`config.mk`:
```
export PLATFORM = sky130hd
export DESIGN_NAME = mem_stage_lsu_flat
export DESIGN_NICKNAME = d
export VERILOG_FILES = /design/src/rtl/mem_stage_lsu_if.sv /design/src/rtl/mem_stage_lsu.sv /design/src/flat_wrapper.sv
export SDC_FILE = /design/constraint.sdc
export NUM_CORES = 1
export LEC_CHECK = 0
export CAP_MARGIN = 20
export CORE_MARGIN = 4
export CORE_UTILIZATION = 46
export DETAILED_ROUTE_END_ITERATION = 16
export PLACE_DENSITY = 0.86
export SETUP_SLACK_MARGIN = 0.4
export SYNTH_ARGS = -nofsm -noshare
export SYNTH_HDL_FRONTEND = slang
export SYNTH_SLANG_ARGS = --single-unit
export TNS_END_PERCENT = 20
```
`constraint.sdc`:
```
create_clock -name clk -period 3.5 [get_ports clk]
set_clock_uncertainty 0.1 [all_clocks]
set_input_delay 0.525 -clock clk [delete_from_list [all_inputs] [get_ports clk]]
set_output_delay 0.525 -clock clk [all_outputs]
set_load 0.05 [all_outputs]
```
`src/rtl/mem_stage_lsu_if.sv`:
```
`timescale 1ns/1ps
// Data-memory bus between the MEM-stage LSU and data memory.
// req is held until gnt; rvalid returns read data at least one cycle later.
interface mem_stage_lsu_if;
    logic        dmem_req;
    logic        dmem_we;
    logic [31:0] dmem_addr;
    logic [31:0] dmem_wdata;
    logic [3:0]  dmem_be;
    logic        dmem_gnt;
    logic        dmem_rvalid;
    logic [31:0] dmem_rdata;

    modport master (
        output dmem_req, dmem_we, dmem_addr, dmem_wdata, dmem_be,
        input  dmem_gnt, dmem_rvalid, dmem_rdata
    );

    modport slave (
        input  dmem_req, dmem_we, dmem_addr, dmem_wdata, dmem_be,
        output dmem_gnt, dmem_rvalid, dmem_rdata
    );
endinterface

```
`src/rtl/mem_stage_lsu.sv`:
```
`timescale 1ns/1ps
// MEM-stage load/store unit.
// req/gnt/rvalid bus, byte lanes, load extension.
module mem_stage_lsu #(
  parameter int TIMEOUT_CYCLES = 64
) (
  input  logic        clk,
  input  logic        reset_n,
  input  logic        flush,
  input  logic        ex_valid,
  input  logic        mem_read,
  input  logic        mem_write,
  input  logic [2:0]  funct3,
  input  logic [31:0] addr,
  input  logic [31:0] store_data,
  output logic        lsu_stall,
  output logic [31:0] load_data,
  output logic        load_valid,
  output logic        misalign,
  output logic        bus_err,
  mem_stage_lsu_if.master dmem
);
  typedef enum logic [1:0] {IDLE, REQ, WAIT} state_t;

  state_t      state;
  state_t      state_nx;
  logic [1:0]  size;
  logic        sign;
  logic        legal;
  logic        aligned;
  logic        access;
  logic        start;
  logic        bad;
  logic [3:0]  be;
  logic [31:0] wdata;
  logic        we_q;
  logic [31:0] addr_q;
  logic [31:0] wdata_q;
  logic [3:0]  be_q;
  logic [1:0]  off_q;
  logic [1:0]  size_q;
  logic        sign_q;
  logic        kill;
  logic [31:0] lane;
  logic [31:0] ext;
  logic        tmo;

  always_comb begin
    size  = 2'd2;
    sign  = 1'b0;
    legal = 1'b1;
    unique case (funct3)
      3'b000:  begin size = 2'd0; sign = 1'b1; end
      3'b001:  begin size = 2'd1; sign = 1'b1; end
      3'b010:  size = 2'd2;
      3'b100:  size = 2'd0;
      3'b101:  size = 2'd1;
      default: legal = 1'b0;
    endcase
  end

  always_comb begin
    aligned = 1'b1;
    unique case (1'b1)
      size == 2'd1: aligned = ~addr[0];
      size == 2'd2: aligned = (addr[1:0] == 2'b00);
      default:      aligned = 1'b1;
    endcase
  end

  always_comb begin
    be    = 4'b1111;
    wdata = store_data;
    unique case (size)
      2'd0: begin
        be    = 4'b0001 << addr[1:0];
        wdata = {4{store_data[7:0]}};
      end
      2'd1: begin
        be    = 4'b0011 << addr[1:0];
        wdata = {2{store_data[15:0]}};
      end
      default: ;
    endcase
  end

  assign access = ex_valid & (mem_read | mem_write)
                & ~flush & (state == IDLE);
  assign start  = access & aligned & legal;
  assign bad    = access & ~(aligned & legal);

  assign lane = dmem.dmem_rdata >> {off_q, 3'b000};

  always_comb begin
    ext = lane;
    unique case (size_q)
      2'd0:    ext = {{24{sign_q & lane[7]}}, lane[7:0]};
      2'd1:    ext = {{16{sign_q & lane[15]}}, lane[15:0]};
      default: ;
    endcase
  end

`ifdef LSU_TIMEOUT_EN
  localparam int CW = $clog2(TIMEOUT_CYCLES + 1);
  logic [CW-1:0] cnt;
  logic          idle_cyc;

  assign idle_cyc = (state == REQ  & ~dmem.dmem_gnt)
                  | (state == WAIT & ~dmem.dmem_rvalid);
  assign tmo = idle_cyc
             & (cnt == CW'(TIMEOUT_CYCLES - 1));

  always_ff @(posedge clk or negedge reset_n) begin
    if (!reset_n) begin
      cnt     <= '0;
      bus_err <= 1'b0;
    end else begin
      bus_err <= tmo;
      if (state_nx != state || state == IDLE)
        cnt <= '0;
      else if (idle_cyc)
        cnt <= cnt + 1'b1;
    end
  end
`else
  assign tmo     = 1'b0;
  assign bus_err = 1'b0;
`endif

  always_ff @(posedge clk or negedge reset_n) begin
    if (!reset_n) state <= IDLE;
    else          state <= state_nx;
  end

  always_comb begin
    state_nx = state;
    unique case (state)
      IDLE: if (start) state_nx = REQ;
      REQ: begin
        if (dmem.dmem_gnt)
          state_nx = we_q ? IDLE : WAIT;
        else if (flush | tmo)
          state_nx = IDLE;
      end
      WAIT: if (dmem.dmem_rvalid | tmo) state_nx = IDLE;
      default: state_nx = IDLE;
    endcase
  end

  always_comb begin
    lsu_stall     = start | (state != IDLE);
    dmem.dmem_req = (state == REQ);
  end

  assign dmem.dmem_we    = we_q;
  assign dmem.dmem_addr  = addr_q;
  assign dmem.dmem_wdata = wdata_q;
  assign dmem.dmem_be    = be_q;

  always_ff @(posedge clk or negedge reset_n) begin
    if (!reset_n) begin
      we_q       <= 1'b0;
      addr_q     <= '0;
      wdata_q    <= '0;
      be_q       <= '0;
      off_q      <= '0;
      size_q     <= '0;
      sign_q     <= 1'b0;
      kill       <= 1'b0;
      load_data  <= '0;
      load_valid <= 1'b0;
      misalign   <= 1'b0;
    end else begin
      load_valid <= 1'b0;
      misalign   <= bad;
      if (start) begin
        we_q    <= mem_write & ~mem_read;
        addr_q  <= {addr[31:2], 2'b00};
        wdata_q <= wdata;
        be_q    <= be;
        off_q   <= addr[1:0];
        size_q  <= size;
        sign_q  <= sign;
        kill    <= 1'b0;
      end
      if (state != IDLE && flush) kill <= 1'b1;
      if (state == WAIT && dmem.dmem_rvalid
          && !kill && !flush) begin
        load_data  <= ext;
        load_valid <= 1'b1;
      end
    end
  end
endmodule

```
`src/flat_wrapper.sv`:
```
// flat-port wrapper written by rule: the top's interface ports become plain ports
module mem_stage_lsu_flat 
#(
  parameter int TIMEOUT_CYCLES = 64
)
  (clk, reset_n, flush, ex_valid, mem_read, mem_write, funct3, addr, store_data, lsu_stall, load_data, load_valid, misalign, bus_err, dmem_dmem_req, dmem_dmem_we, dmem_dmem_addr, dmem_dmem_wdata, dmem_dmem_be, dmem_dmem_gnt, dmem_dmem_rvalid, dmem_dmem_rdata);
  mem_stage_lsu_if dmem_i ();
  input  logic clk;
  input  logic reset_n;
  input  logic flush;
  input  logic ex_valid;
  input  logic mem_read;
  input  logic mem_write;
  input  logic [2:0] funct3;
  input  logic [31:0] addr;
  input  logic [31:0] store_data;
  output logic lsu_stall;
  output logic [31:0] load_data;
  output logic load_valid;
  output logic misalign;
  output logic bus_err;
  output wire logic [$bits(dmem_i.dmem_req)-1:0] dmem_dmem_req;
  output wire logic [$bits(dmem_i.dmem_we)-1:0] dmem_dmem_we;
  output wire logic [$bits(dmem_i.dmem_addr)-1:0] dmem_dmem_addr;
  output wire logic [$bits(dmem_i.dmem_wdata)-1:0] dmem_dmem_wdata;
  output wire logic [$bits(dmem_i.dmem_be)-1:0] dmem_dmem_be;
  input wire logic [$bits(dmem_i.dmem_gnt)-1:0] dmem_dmem_gnt;
  input wire logic [$bits(dmem_i.dmem_rvalid)-1:0] dmem_dmem_rvalid;
  input wire logic [$bits(dmem_i.dmem_rdata)-1:0] dmem_dmem_rdata;
  assign dmem_dmem_req = dmem_i.dmem_req;
  assign dmem_dmem_we = dmem_i.dmem_we;
  assign dmem_dmem_addr = dmem_i.dmem_addr;
  assign dmem_dmem_wdata = dmem_i.dmem_wdata;
  assign dmem_dmem_be = dmem_i.dmem_be;
  assign dmem_i.dmem_gnt = dmem_dmem_gnt;
  assign dmem_i.dmem_rvalid = dmem_dmem_rvalid;
  assign dmem_i.dmem_rdata = dmem_dmem_rdata;
  mem_stage_lsu #(.TIMEOUT_CYCLES(TIMEOUT_CYCLES)) u_core (.clk(clk), .reset_n(reset_n), .flush(flush), .ex_valid(ex_valid), .mem_read(mem_read), .mem_write(mem_write), .funct3(funct3), .addr(addr), .store_data(store_data), .lsu_stall(lsu_stall), .load_data(load_data), .load_valid(load_valid), .misalign(misalign), .bus_err(bus_err), .dmem(dmem_i));
endmodule
```
* After elaboration in Yosys (flattened, before gate mapping)
Cells that the tools add are included.
Storage, ports and cells: word-level logic and storage cells 77, output and inout bits 106, flip-flop bits (word level) 109, bits of input ports 107
Operators by class: reductions and logical operators 18, shift-type cells 3, multiplexer cells 16, equality and inequality tests 12, bitwise gates (word level) 16
Operators with widths (number):
- $pmux W32 S2 | 2
- $shr A32 B5 Y32 | 1
- $and A1 B1 Y1 | 10
- $mux W2 | 5
- $logic_not A2 Y1 | 4
- $pmux W4 S2 | 1
- $eq A2 B1 Y1 const B | 3
- $eq A3 B3 Y1 const B | 2
- $pmux W2 S3 | 1
- $reduce_or A2 Y1 | 3
- $mux W1 | 5
- $reduce_or A5 Y1 | 1
- $eq A2 B2 Y1 const B | 2
- $logic_and A1 B1 Y1 | 4
- $not A1 Y1 | 4
- $pmux W2 S2 | 1
- $reduce_bool A2 Y1 | 2
- $shl A1 B2 Y4 const A | 1
- $shl A2 B2 Y4 const A | 1
- $eq A3 B1 Y1 const B | 1
- $eq A3 B2 Y1 const B | 1
- $logic_not A3 Y1 | 1
- $ne A3 B2 Y1 const B | 1
- $reduce_and A3 Y1 | 1
- other kinds (5) | 7

* Longest topological paths before layout
Gate-level depths: netlist (run 1).
word-level depth 9, gate-level depth with buffers 7, mapped depth without buffers 5

* Least setup slack after synthesis (run 1)
No wires, ideal clock.
path kind input port to output port, from input addr[0], to output lsu_stall, setup slack 0.997 ns, stages 6, path buffers 3, required time 2.875 ns, arrival time 1.878 ns, cell sequence buf_2 -> o31ai_4 -> nand4b_2 -> buf_2 -> clkbuf_1 -> nand2_1
Between the ends: longest elaborated chain between the ends 5, elaborated cells between the ends (all ways) 6, classes of those cells 1 x mux; 4 x bitwise; 1 x reduce/logical
RTL lines:
- start, declared | line flat_wrapper.sv:15 | input logic [31:0] addr;
- $logic_not A2 Y1 or $not A1 Y1 (tied branches) | line mem_stage_lsu.sv:66, mem_stage_lsu.sv:65
- $pmux W1 S2 * | line mem_stage_lsu.sv:64 | unique case (1'b1)
- $and A1 B1 Y1 * (2 in series) | line mem_stage_lsu.sv:89 | assign start = access & aligned & legal;
- $or A1 B1 Y1 * | line mem_stage_lsu.sv:151 | lsu_stall = start | (state != IDLE);
- end, declared | line flat_wrapper.sv:17 | output logic lsu_stall;
Mark *: on every way between the ends. The rest lies on a longest branch, timed or not.

* Worst setup path after layout (run 1)
Same ends and word-level chain as after synthesis.

==> results of run 1 <==
==> final cells by class <==
class | count | area [sq um]
Clock buffer | 11 | 141
Clock inverter | 5 | 36.3
Fill cell | 777 | 3050
Inverter | 4 | 15.0
Multi-Input combinational cell | 295 | 2120
Sequential cell | 109 | 2730
Tap cell | 136 | 170
Timing Repair Buffer | 222 | 2200
==> cells by family (layout without fill, tap and decap cells) <==
family / after synthesis / count (layout) / synth area share
muxes: 86 / 86 / 0.186
DFF: 109 / 109 / 0.544
buffers and inverters: 39 / 242 / 0.0369
other: 1 / 3 / 0.000747
and+or+nand+nor: 103 / 103 / 0.0955
AOI/OAI and AO/OA: 103 / 103 / 0.137
==> layer usage <==
| metal | share of wire | vias up |
|---|---|---|
| li1 | - | 1967 |
| met1 | 0.39 | 2126 |
| met2 | 0.48 | 208 |
| met3 | 0.099 | 33 |
| met4 | 0.033 | 0 |
| met5 | 0 | - |
==> worst max-delay path by stage <==
| stage | to | slack [ns] |
|---|---|---|
| after floorplan | lsu_stall | 1.0 |
| after global placement | lsu_stall | 0.97 |
| after detailed placement | u_core.dmem.dmem_wdata[28]$_DFFE_PN0P_ | 0.90 |
| after CTS | lsu_stall | 0.93 |
| after global routing | lsu_stall | 0.83 |
| final | lsu_stall | 0.94 |
==> state kept, by name, summed over array words and instances (netlist names) <==
register	count
u_core.load_valid	1
u_core.kill	1
u_core.load_data	32
u_core.dmem.dmem_be	4
u_core.misalign	1
u_core.sign_q	1
u_core.off_q	2
u_core.dmem.dmem_addr	30
u_core.size_q	2
u_core.state	2
u_core.dmem.dmem_we	1
u_core.dmem.dmem_wdata	32
==> metrics by stage <==
stage / setup slack, ns / hold slack [ns] / util
finish: 0.940 / 0.113 / 0.708
global route: 0.831 / 0.160 / 0.708
CTS: 0.927 / 0.117 / 0.708
detailed placement: 0.903 / 0.361 / 0.691
global placement: 0.966 / 0.352 / 0.691
floorplan: 0.997 / 0.129 / -
==> cells in the mapped netlist (8+ instances only) <==
cell type    n
nor2b_1     11
nor2_1      38
dfrtp_1    109
o21ai_0     30
mux2_2      48
clkbuf_1    13
o2bb2ai_1    8
mux2i_1     37
o311ai_0     8
a21oi_1     26
buf_2       13
nand2_1     45
==> power by group through the flow <==
stage / combinational (mW) / clock (mW) / sequential [mW]
after detailed placement: 3.03 / 0 / 1.90
after global routing: 3.17 / 0.767 / 1.93
after global placement: 2.97 / 0 / 1.88
final: 3.02 / 0.701 / 1.88
after CTS: 3.04 / 0.719 / 1.88
after floorplan: 0.629 / 0 / 3.15
==> worst max-delay path: stages <==
cell             delay, ns
clkdlybuf4s50_1       0.60
o31ai_4               0.37
nand4b_4              0.15
nand2_1               0.14
buf_12                0.15
==> metrics.log, run 1 <==
INFO  metric commonest_cells_after_routing_fill_and_taps_aside = clkdlybuf4s50_1 (207), dfrtp_1 (109), mux2_2 (48)
INFO  metric layout_min_cycle_time = 2.56 ns
INFO  metric fmax = 391 MHz
INFO  metric rsz0062_at_grt = no
INFO  metric core_area = 0.0105 sq mm
INFO  metric critical_path_sink_type = output pin
INFO  metric total_power_density_per_cell_area = 755 mW/mm^2
INFO  metric area_growth = 47.6%
INFO  metric crit_required = 2.87 ns
INFO  metric initial_core_utilization = 0.480
INFO  metric grt_use_met2 = 0.397
INFO  metric dieArea = 0.0126 sq mm
INFO  metric power.total = 5.59 mW
INFO  metric power.internal = 2.99 mW
INFO  metric clockRootBuffer = clkbuf_8
INFO  metric worst_slew_margin_rel = 0.506
INFO  metric switching_fraction_of_total_power = 0.466
INFO  metric cellLeakagePower = 3.18 nW
INFO  metric post_cts.repair.setup_buffers = 0
INFO  metric ant_nets = 0
INFO  metric globalplace.congestion = 0.891
INFO  metric gr-max-usage-layer = met2
INFO  metric antenna_found_initial = 0
INFO  metric synth_top_flop_cell = dfrtp_1
INFO  metric grt_max_degree = 57
INFO  metric drv.max_cap_violation_count = 0
INFO  metric cp-startpoint = addr[0]
INFO  metric synthDominantCellAreaShare = 0.544
INFO  metric reg2reg_from = u_core.off_q[1]$_DFFE_PN0P_
INFO  metric status = completed
INFO  metric synth.avg_cell_area = 11.4 sq um
INFO  metric critPathKind = in2out
INFO  metric ctsHoldBuffers = 0
INFO  metric most_area_consuming_cells_after_synthesis = dfrtp_1 (54%), mux2_2 (11%), mux2i_1 (7.4%), nand2_1 (3.4%), o21ai_0 (3.0%)
INFO  metric setup.reg_to_reg.worst_slack = 1.28 ns
INFO  metric cp_max_fo = 8
INFO  metric final_max_slew_viol_count = 0
INFO  metric bufs_on_longest_clock_path = 2
INFO  metric post_synth_num_cell_types = 38
INFO  metric final_area = 0.00741 sq mm
INFO  metric power.sequential.fraction = 0.335
INFO  metric num_vias = 4334
INFO  metric p_sw = 2.60 mW
INFO  metric synthesis.area = 0.00502 sq mm
INFO  metric cts_repair_resize_count = 0
INFO  metric drive_gt1_frac = 0.133
INFO  metric cts-htree-levels = 3
INFO  metric drt-total-wl = 15.3 mm
INFO  metric remaining_drc_errors = 0
INFO  metric worstRegToRegCells = 5
INFO  metric clock_pin_slew_on_the_worst_setup_and_hold_paths = 0.10 ns
INFO  metric final.setup.tns = 0 ns
INFO  metric cp_data_arrival_time = 1.93 ns
INFO  metric dieHeight = 112 um
INFO  metric synth-warning-count = 0
INFO  metric grt_pass1_vias = 4719
INFO  metric wire_per_inst = 19.6 um
INFO  metric final_net_count = 748
INFO  metric setup-violations-final = 0
INFO  metric grt_first_pass_wirelength = 24.7 mm
INFO  metric ys_ff_latch = 109
INFO  metric hold_path_class = in2async
INFO  metric power.share.combinational = 0.539
INFO  metric place_hpwl = 11.7 mm
INFO  metric synth_largest_area_cell = dfrtp_1
INFO  metric post-place-cells = 766
INFO  metric synth_sequential_area_ratio = 0.544
INFO  metric vdd_drop_max = 0.000473 V
INFO  metric grt.met3_usage = 0.0857
INFO  metric cells_after_synthesis = 441
INFO  metric cts-buffers-inserted = 9
INFO  metric first_drt_pass_iteration_count = 4
INFO  metric post_dp_cell_area = 0.00723 sq mm
INFO  metric worstSkewPairLatency = 0.37 ns
INFO  metric design.portCount = 213
INFO  metric timing_worst_slew_pin_value = 0.740 ns
INFO  metric row_count = 37
INFO  metric start_kind = input pin
INFO  metric chipWidth = 112 um
INFO  metric global_route.overflow_total = 0
INFO  metric diodes = 0
INFO  metric period_share = 0.731
INFO  metric final_common_cell = clkdlybuf4s50_1
INFO  metric clock_tree_from_tritoncts = done
INFO  metric first_iteration_detailed_routing_drc_count = 293
INFO  metric power.clock.fraction = 0.125
INFO  metric count_of_flip_flops_with_a_built_in_enable_after_synthesis = 0
INFO  metric final_standard_cell_count_with_taps_included_and_fillers_excluded = 782
INFO  metric drt-vias-per-instance = 5.54
INFO  metric cts_sinks = 109
INFO  metric globalRouteTotalUtil = 0.246
INFO  metric finalHoldViolCount = 0
INFO  metric grt.met1_usage = 0.296
INFO  metric reg2reg_to = u_core.load_data[13]$_DFFE_PN0P_
INFO  metric synth_async_sr_flop_share = 1.00
INFO  metric placement.io_buffers = 209
No activity file was read; power rests on OpenSTA's default activity.
==> inputs of run 2 (changes only) <==
--- a/config.mk
+++ b/config.mk
@@ -7,9 +7,9 @@
 export LEC_CHECK = 0
 export CAP_MARGIN = 20
 export CORE_MARGIN = 4
-export CORE_UTILIZATION = 46
+export CORE_UTILIZATION = 39
 export DETAILED_ROUTE_END_ITERATION = 16
-export PLACE_DENSITY = 0.86
+export PLACE_DENSITY = 0.77
 export SETUP_SLACK_MARGIN = 0.4
 export SYNTH_ARGS = -nofsm -noshare
 export SYNTH_HDL_FRONTEND = slang
==> constraint.sdc (replaced) <==
create_clock -name clk -period 2.2 [get_ports clk]
set_clock_uncertainty 0.1 [all_clocks]
set_input_delay 0.33 -clock clk [delete_from_list [all_inputs] [get_ports clk]]
set_output_delay 0.33 -clock clk [all_outputs]
set_load 0.05 [all_outputs]
==> run 2 against run 1 <==
  * Cell area is 7.6% higher
  * Sequential share of layout area is 2.6 points lower
  * Critical path depth stayed put
  * Global-route usage is 4.6 points lower
  * Via count is 1.1% higher
  * Die area is 17% higher
  * Combinational power is 57% higher
  * Cell count is 8.7% higher
  * Non-clock buffer count is 32 higher
  * Count of clock-buffer cells in the layout is 1 higher
  * Critical endpoint unchanged
  * Largest cell class unchanged
  * Largest power group unchanged
  * Highest routed layer unchanged
==> metrics.log, run 2 (same netlist as run 1, synthesis figures left out) <==
INFO  metric clockRootBuffer = clkbuf_16
INFO  metric clock_pin_slew_on_the_worst_setup_and_hold_paths = 0.07 ns (-0.03 ns)
INFO  metric first_iteration_detailed_routing_drc_count = 324 (+11%)
INFO  metric dieArea = 0.0147 sq mm (+17%)
INFO  metric globalplace.congestion = 0.846 (-5.1%)
INFO  metric clock_tree_from_tritoncts = done
INFO  metric reg2reg_to = u_core.dmem.dmem_wdata[26]$_DFFE_PN0P_
INFO  metric place_worst_setup_slack = -0.100 ns (-1.00 ns)
INFO  metric num_vias = 4382 (+1.1%)
INFO  metric row_count = 41 (+11%)
INFO  metric final_common_cell = clkdlybuf4s50_1
INFO  metric layout_min_cycle_time = 2.02 ns
INFO  metric worstSkewPairLatency = 0.34 ns (-0.03 ns)
INFO  metric setup-violations-final = 0 (unchanged)
INFO  metric grt_max_degree = 93 (+63%)
INFO  metric start_kind = flop
INFO  metric period_share = 0.919
INFO  metric final_net_count = 780 (+4.3%)
INFO  metric final.setup.tns = 0 ns (unchanged)
INFO  metric critPathKind = reg2out
INFO  metric status = completed
INFO  metric crit_required = 1.77 ns (-1.10 ns)
INFO  metric worst_hold_path.endpoint = u_core.sign_q$_DFFE_PN0P_
INFO  metric vdd_drop_max = 0.000631 V (+33%)
INFO  metric chipWidth = 121 um (+8.0%)
INFO  metric wire_per_inst = 18.5 um (-5.7%)
INFO  metric grt_first_pass_wirelength = 23.1 mm (-6.4%)
INFO  metric cts-htree-levels = 3 (unchanged)
INFO  metric n_fill_cell = 1063 (+37%)
INFO  metric switching_fraction_of_total_power = 0.448 (-0.0175)
INFO  metric reg2reg_from = u_core.state[0]$_DFFE_PN0P_
INFO  metric design.portCount = 213 (unchanged)
INFO  metric antenna_found_initial = 0 (unchanged)
INFO  metric timing_worst_slew_pin_value = 0.584 ns (-0.156 ns)
INFO  metric power.share.combinational = 0.515 (-0.024)
INFO  metric placement.io_buffers = 209 (unchanged)
INFO  metric finalHoldViolCount = 0 (unchanged)
INFO  metric worstRegToRegCells = 6 (+1)
INFO  metric fmax = 495 MHz
INFO  metric initial_core_utilization = 0.398 (-0.0820)
INFO  metric globalRouteTotalUtil = 0.199 (-0.0465)
INFO  metric worst_slew_margin_rel = 0.609 (+0.103)
INFO  metric drt-total-wl = 15.7 mm (+2.5%)
INFO  metric p_sw = 4.14 mW (+59%)
INFO  metric fin_ws = 0.178 ns (-0.763 ns)
INFO  metric core_area = 0.0126 sq mm (+21%)
INFO  metric cp_max_fo = 2 (-6)
INFO  metric setup.reg_to_reg.worst_slack = 0.23 ns (-1.05 ns)
INFO  metric global_route.overflow_total = 0 (unchanged)
INFO  metric diodes = 0 (unchanged)
INFO  metric drt-vias-per-instance = 5.16 (-7.0%)
INFO  metric ant_nets = 0 (unchanged)
INFO  metric hold_path_depth = 3
INFO  metric dieHeight = 121 um (+8.0%)
INFO  metric critical_path_sink_type = output pin
INFO  metric cts_sinks = 109 (unchanged)
INFO  metric first_drt_pass_iteration_count = 4 (unchanged)
INFO  metric hold_path_class = in2reg
INFO  metric cellLeakagePower = 3.60 nW (+13%)
INFO  metric power.clock.fraction = 0.161 (+0.036)
INFO  metric place_hpwl = 11.1 mm (-5.6%)
INFO  metric grt_pass1_vias = 4453 (-5.6%)
INFO  metric power.internal = 5.09 mW (+70%)
INFO  metric final_max_slew_viol_count = 0 (unchanged)
INFO  metric total_power_density_per_cell_area = 1160 mW/mm^2 (+53%)
INFO  metric cp_data_arrival_time = 1.59 ns (-0.34 ns)
INFO  metric power.total = 9.23 mW (+65%)
INFO  metric drv.max_cap_violation_count = 0 (unchanged)
INFO  metric power.sequential.fraction = 0.324 (-0.011)
INFO  metric drive_gt1_frac = 0.178 (+0.0453)
INFO  metric hold_path_startpoint = funct3[1]
INFO  metric area_growth = 58.8%
INFO  metric hold_slack = 0.326 ns (+0.213 ns)
INFO  metric bufs_on_longest_clock_path = 2 (unchanged)
INFO  metric cts-buffers-inserted = 9 (unchanged)
INFO  metric commonest_cells_after_routing_fill_and_taps_aside = clkdlybuf4s50_1 (173), dfrtp_1 (107), mux2_2 (48)
INFO  metric rsz0062_at_grt = yes
INFO  metric remaining_drc_errors = 0 (unchanged)
[run 2: cell types whose count changed in the layout (fill, tap and decap cells not counted), sizes merged, moves of 3 or more]
| cell | change |
|---|---|
| clkdlybuf4s50 | -34 |
| dlygate4sd2 | +30 |
| buf | +28 |
| clkbuf | +5 |
| clkinvlp | -3 |
| dlymetal6s2s | +3 |
[run 2: power groups by stage]
stage | combinational (mW) | sequential (mW) | clock (mW)
global placement | 4.78 | 3.00 | 0
floorplan | 1.01 | 5.01 | 0
global route | 4.99 | 3.07 | 1.62
finish | 4.75 | 2.99 | 1.48
CTS | 4.74 | 3.00 | 1.53
detailed placement | 4.83 | 3.04 | 0
[run 2: metal layers]
metal  GRT usage  wire [um]  vias to the layer above
met2       0.331       7750                      188
met3      0.0685       1420                       25
met4      0.0777        386                        0
li1            -          -                     2035
met1       0.238       6160                     2134
met5           0          0                        -
[run 2: layout make-up]
| type | instances | area [sq um] | share of cell area |
|---|---|---|---|
| Sequential cell | 109 | 2730 | 0.342 |
| Clock inverter | 4 | 23.8 | 0.00298 |
| Clock buffer | 12 | 246 | 0.0309 |
| Multi-Input combinational cell | 295 | 2140 | 0.269 |
| Tap cell | 172 | 215 | 0.0270 |
| Timing Repair Buffer | 254 | 2600 | 0.326 |
| Inverter | 4 | 15.0 | 0.00188 |
[run 2: what timing repair did]
| item | in CTS | in global routing |
|---|---|---|
| gates cloned | 0 | 9 |
| buffers inserted | 1 | 6 |
| pin swaps | 2 | 3 |
| gates resized for setup | 32 | 10 |
| setup endpoints to repair | 152 | 166 |
| hold buffers | 1 | 0 |
| hold endpoints to repair | 39 | 0 |
[run 2: worst max-delay path by stage]
stage | slack, ns | cells past startpoint | end | from
after global routing | 0.12 | 5 | lsu_stall | u_core.state[0]$_DFFE_PN0P_
after detailed placement | -0.10 | 5 | u_core.dmem.dmem_wdata[30]$_DFFE_PN0P_ | flush
after global placement | -0.06 | 5 | u_core.dmem.dmem_wdata[28]$_DFFE_PN0P_ | flush
after CTS | 0.11 | 5 | lsu_stall | u_core.state[0]$_DFFE_PN0P_
final | 0.18 | 5 | lsu_stall | u_core.state[0]$_DFFE_PN0P_
after floorplan | 0.40 | 6 | lsu_stall | u_core.state[1]$_DFFE_PN0P_
[run 2: critical path, stage by stage, from the launching register on]
cell and delay, ns:
dfrtp_2 0.43, nor4b_4 0.34, nand4b_4 0.15, buf_12 0.15, nand2_8 0.05, buf_12 0.13
[run 2: stage by stage]
step / utilization / cell area [sq um] / std cells
2_1_floorplan: - / 5060 / 443
3_3_place_gp: 0.593 / 7480 / 817
3_5_place_dp: 0.593 / 7480 / 817
4_1_cts: 0.613 / 7730 / 835
5_1_grt: 0.632 / 7970 / 850
6_report: 0.632 / 7970 / 850
==> edit: new RTL, settings of run 2 <==
The 3 states of `state_t` get a one-hot encoding in 3 bits.
--- a/src/rtl/mem_stage_lsu.sv
+++ b/src/rtl/mem_stage_lsu.sv
@@ -20,7 +20,7 @@
   output logic        bus_err,
   mem_stage_lsu_if.master dmem
 );
-  typedef enum logic [1:0] {IDLE, REQ, WAIT} state_t;
+  typedef enum logic [2:0] {IDLE = 3'b001, REQ = 3'b010, WAIT = 3'b100} state_t;
 
   state_t      state;
   state_t      state_nx;
Behaviour: same outputs for any inputs over 10 cycles, from zero or initial values and one cycle with reset_n low; not proved beyond that.
==> edit against run 2 <==
  * Via count fell by 0.21%
  * Worst setup slack got worse by 0.14 ns
  * Die area rose by 11%
  * Sequential power rose by 9.0%
  * Routed wire length rose by 6.0%
  * Final area rose by 11%
  * Synthesized area rose by 11%
  * Power rose by 24%
  * Sequential share of layout area fell by 3.1 points
  * Sequential cell count rose by 1
  * Critical endpoint unchanged
  * Largest cell class is now non-clock buffers
==> edit: results (changes against run 2) <==
Worst EP arrival 1.73 ns (+0.14 ns); yosys warns 0 (unchanged); worst skew pair latency 0.35 ns; Layout Nets 774 (-0.77%); register area share after synthesis 49.26% (-5.1 points); slowest CP cell clkdlybuf4s50_1; Synth cell types 43 (+13%); CTS Buf Count 9 (unchanged); Post-DP HPWL 12.13 mm (+9.4%); Final Cell Area 8847 sq um (+11%); Hold Crit Class input port to flop; routed len/inst 19.54 microns (+5.7%); fill count 1,049 (-1.3%); Pleak 4.942 nW (+37%); CP top delay family buffers and inverters; max incr delay on CP 0.52 ns (+0.09 ns); vias per inst 5.133 (-0.44%); reg-to-reg endpoint u_core.dmem.dmem_wdata[16]; DR pass1 iterations 4 (unchanged); WHS Path Cells 2 (-1); 1st-iter DRT viols 230 (-29%); pin count of the biggest net entering global routing 50 (-46%); top cells by area, synth dfrtp_1, mux2_4, mux2i_1, mux2_2, buf_12; placed cell areas 8026 sq um (+7.3%); global-route wire length before repair 25.05 mm (+8.5%); most common flop cell mapped by yosys dfrtp_1; Worst VDD drop 1.090 mV (+73%); commonest cells in the netlist dfrtp_1, mux2_4, mux2i_1, nand2_1, a21oi_1; GPL Wtd Cong 0.8522 (+0.76%); R2R Setup Slk 0.06 ns (-0.17 ns); Slew HR 61.21% (+0.28 points); outcome finished, final reports clean; CP Max Fanout 9 (+7); antenna violations before repair 0 (unchanged); worst reg-to-reg path cell count 7 (+1); vias in the first global route 4,731 (+6.2%); hold path startpoint funct3[2]; Port Buffers 209 (unchanged); Total Routing Usage GR 19.42% (-0.51 points); share of cells above drive strength 1 26.04% (+8.2 points); Place WS -0.08814 ns (+0.01188 ns); Critical R2R Launch u_core.state[0]
==> edit: cell count changes after synthesis, sizes merged, moves of 3 or more <==
cell and change:
nand2b +3, mux2 +44, a221o -7, mux2i -10, nor2 -14, nand2 -18, o21ai -8, nor3b +3
a22oi -7
==> edit: cell type report <==
class | instances | area share (%)
Clock buffer | 11 | 2.857
Sequential cell | 110 | 31.14
Inverter | 5 | 0.2404
Timing Repair Buffer | 254 | 32.77
Multi-Input combinational cell | 287 | 29.98
Tap cell | 180 | 2.546
Clock inverter | 5 | 0.4667
==> edit: worst max-delay path by stage <==
stage | from | endpoint | slack [ns] | cells after the start
2_1_floorplan | u_core.state[0] | lsu_stall | 0.14 | 4
3_3_place_gp | funct3[0] | u_core.dmem.dmem_addr[15] | -0.07 | 7
3_5_place_dp | funct3[0] | u_core.dmem.dmem_addr[29] | -0.09 | 7
4_1_cts | u_core.state[0] | lsu_stall | 0.01 | 5
5_1_grt | u_core.state[0] | lsu_stall | -0.03 | 5
6_report | addr[1] | lsu_stall | 0.04 | 7
==> edit: cells by family (layout without fill, tap and decap cells) <==
group	count (synthesis)	after routing	synth area share, %
flops	110	110	49.26
other cells	1	3	0.06708
simple gates	78	79	7.207
buf+inv	38	275	5.170
mux	120	120	28.40
compound gates	85	85	9.893
==> edit: through the flow <==
stage / cells / power (mW) / hold slack (ns) / TNS (ns)
after CTS: 846 / 11.46 / 0.2973 / 0
after global placement: 824 / 9.643 / 0.1755 / -2.901
after floorplan: 434 / 7.505 / -0.06559 / 0
final: 852 / 11.42 / 0.2976 / 0
after global routing: 852 / 11.92 / 0.3021 / -0.03343
after detailed placement: 824 / 9.745 / 0.1794 / -3.485
==> edit: what timing repair did <==
item                                    4_1_cts  5_1_grt
gates cloned                                  0        4
endpoints found under the setup margin      206      209
buffers inserted                              5        2
endpoints found under the hold margin        24        0
pin swaps                                     3        7
gates resized for setup                      12      134
hold buffers                                  1        0
==> edit: power breakdown <==
part	internal [mW]	total [mW]	switching (mW)	leakage (nW)
logic	2.72	6.56	3.85	3.44
registers	2.75	3.26	0.512	1.36
clock network	0.841	1.60	0.756	0.144
total	6.31	11.4	5.11	4.94
==> edit: layer usage <==
layer  GRT usage (%)  vias to the layer above  part of all wire (%)
li1                -                     2016                     -
met1           24.62                     2163                    41
met2           32.16                      174                    50
met3           5.500                       20                   6.8
met4           6.242                        0                   2.2
met5               0                        -                     0
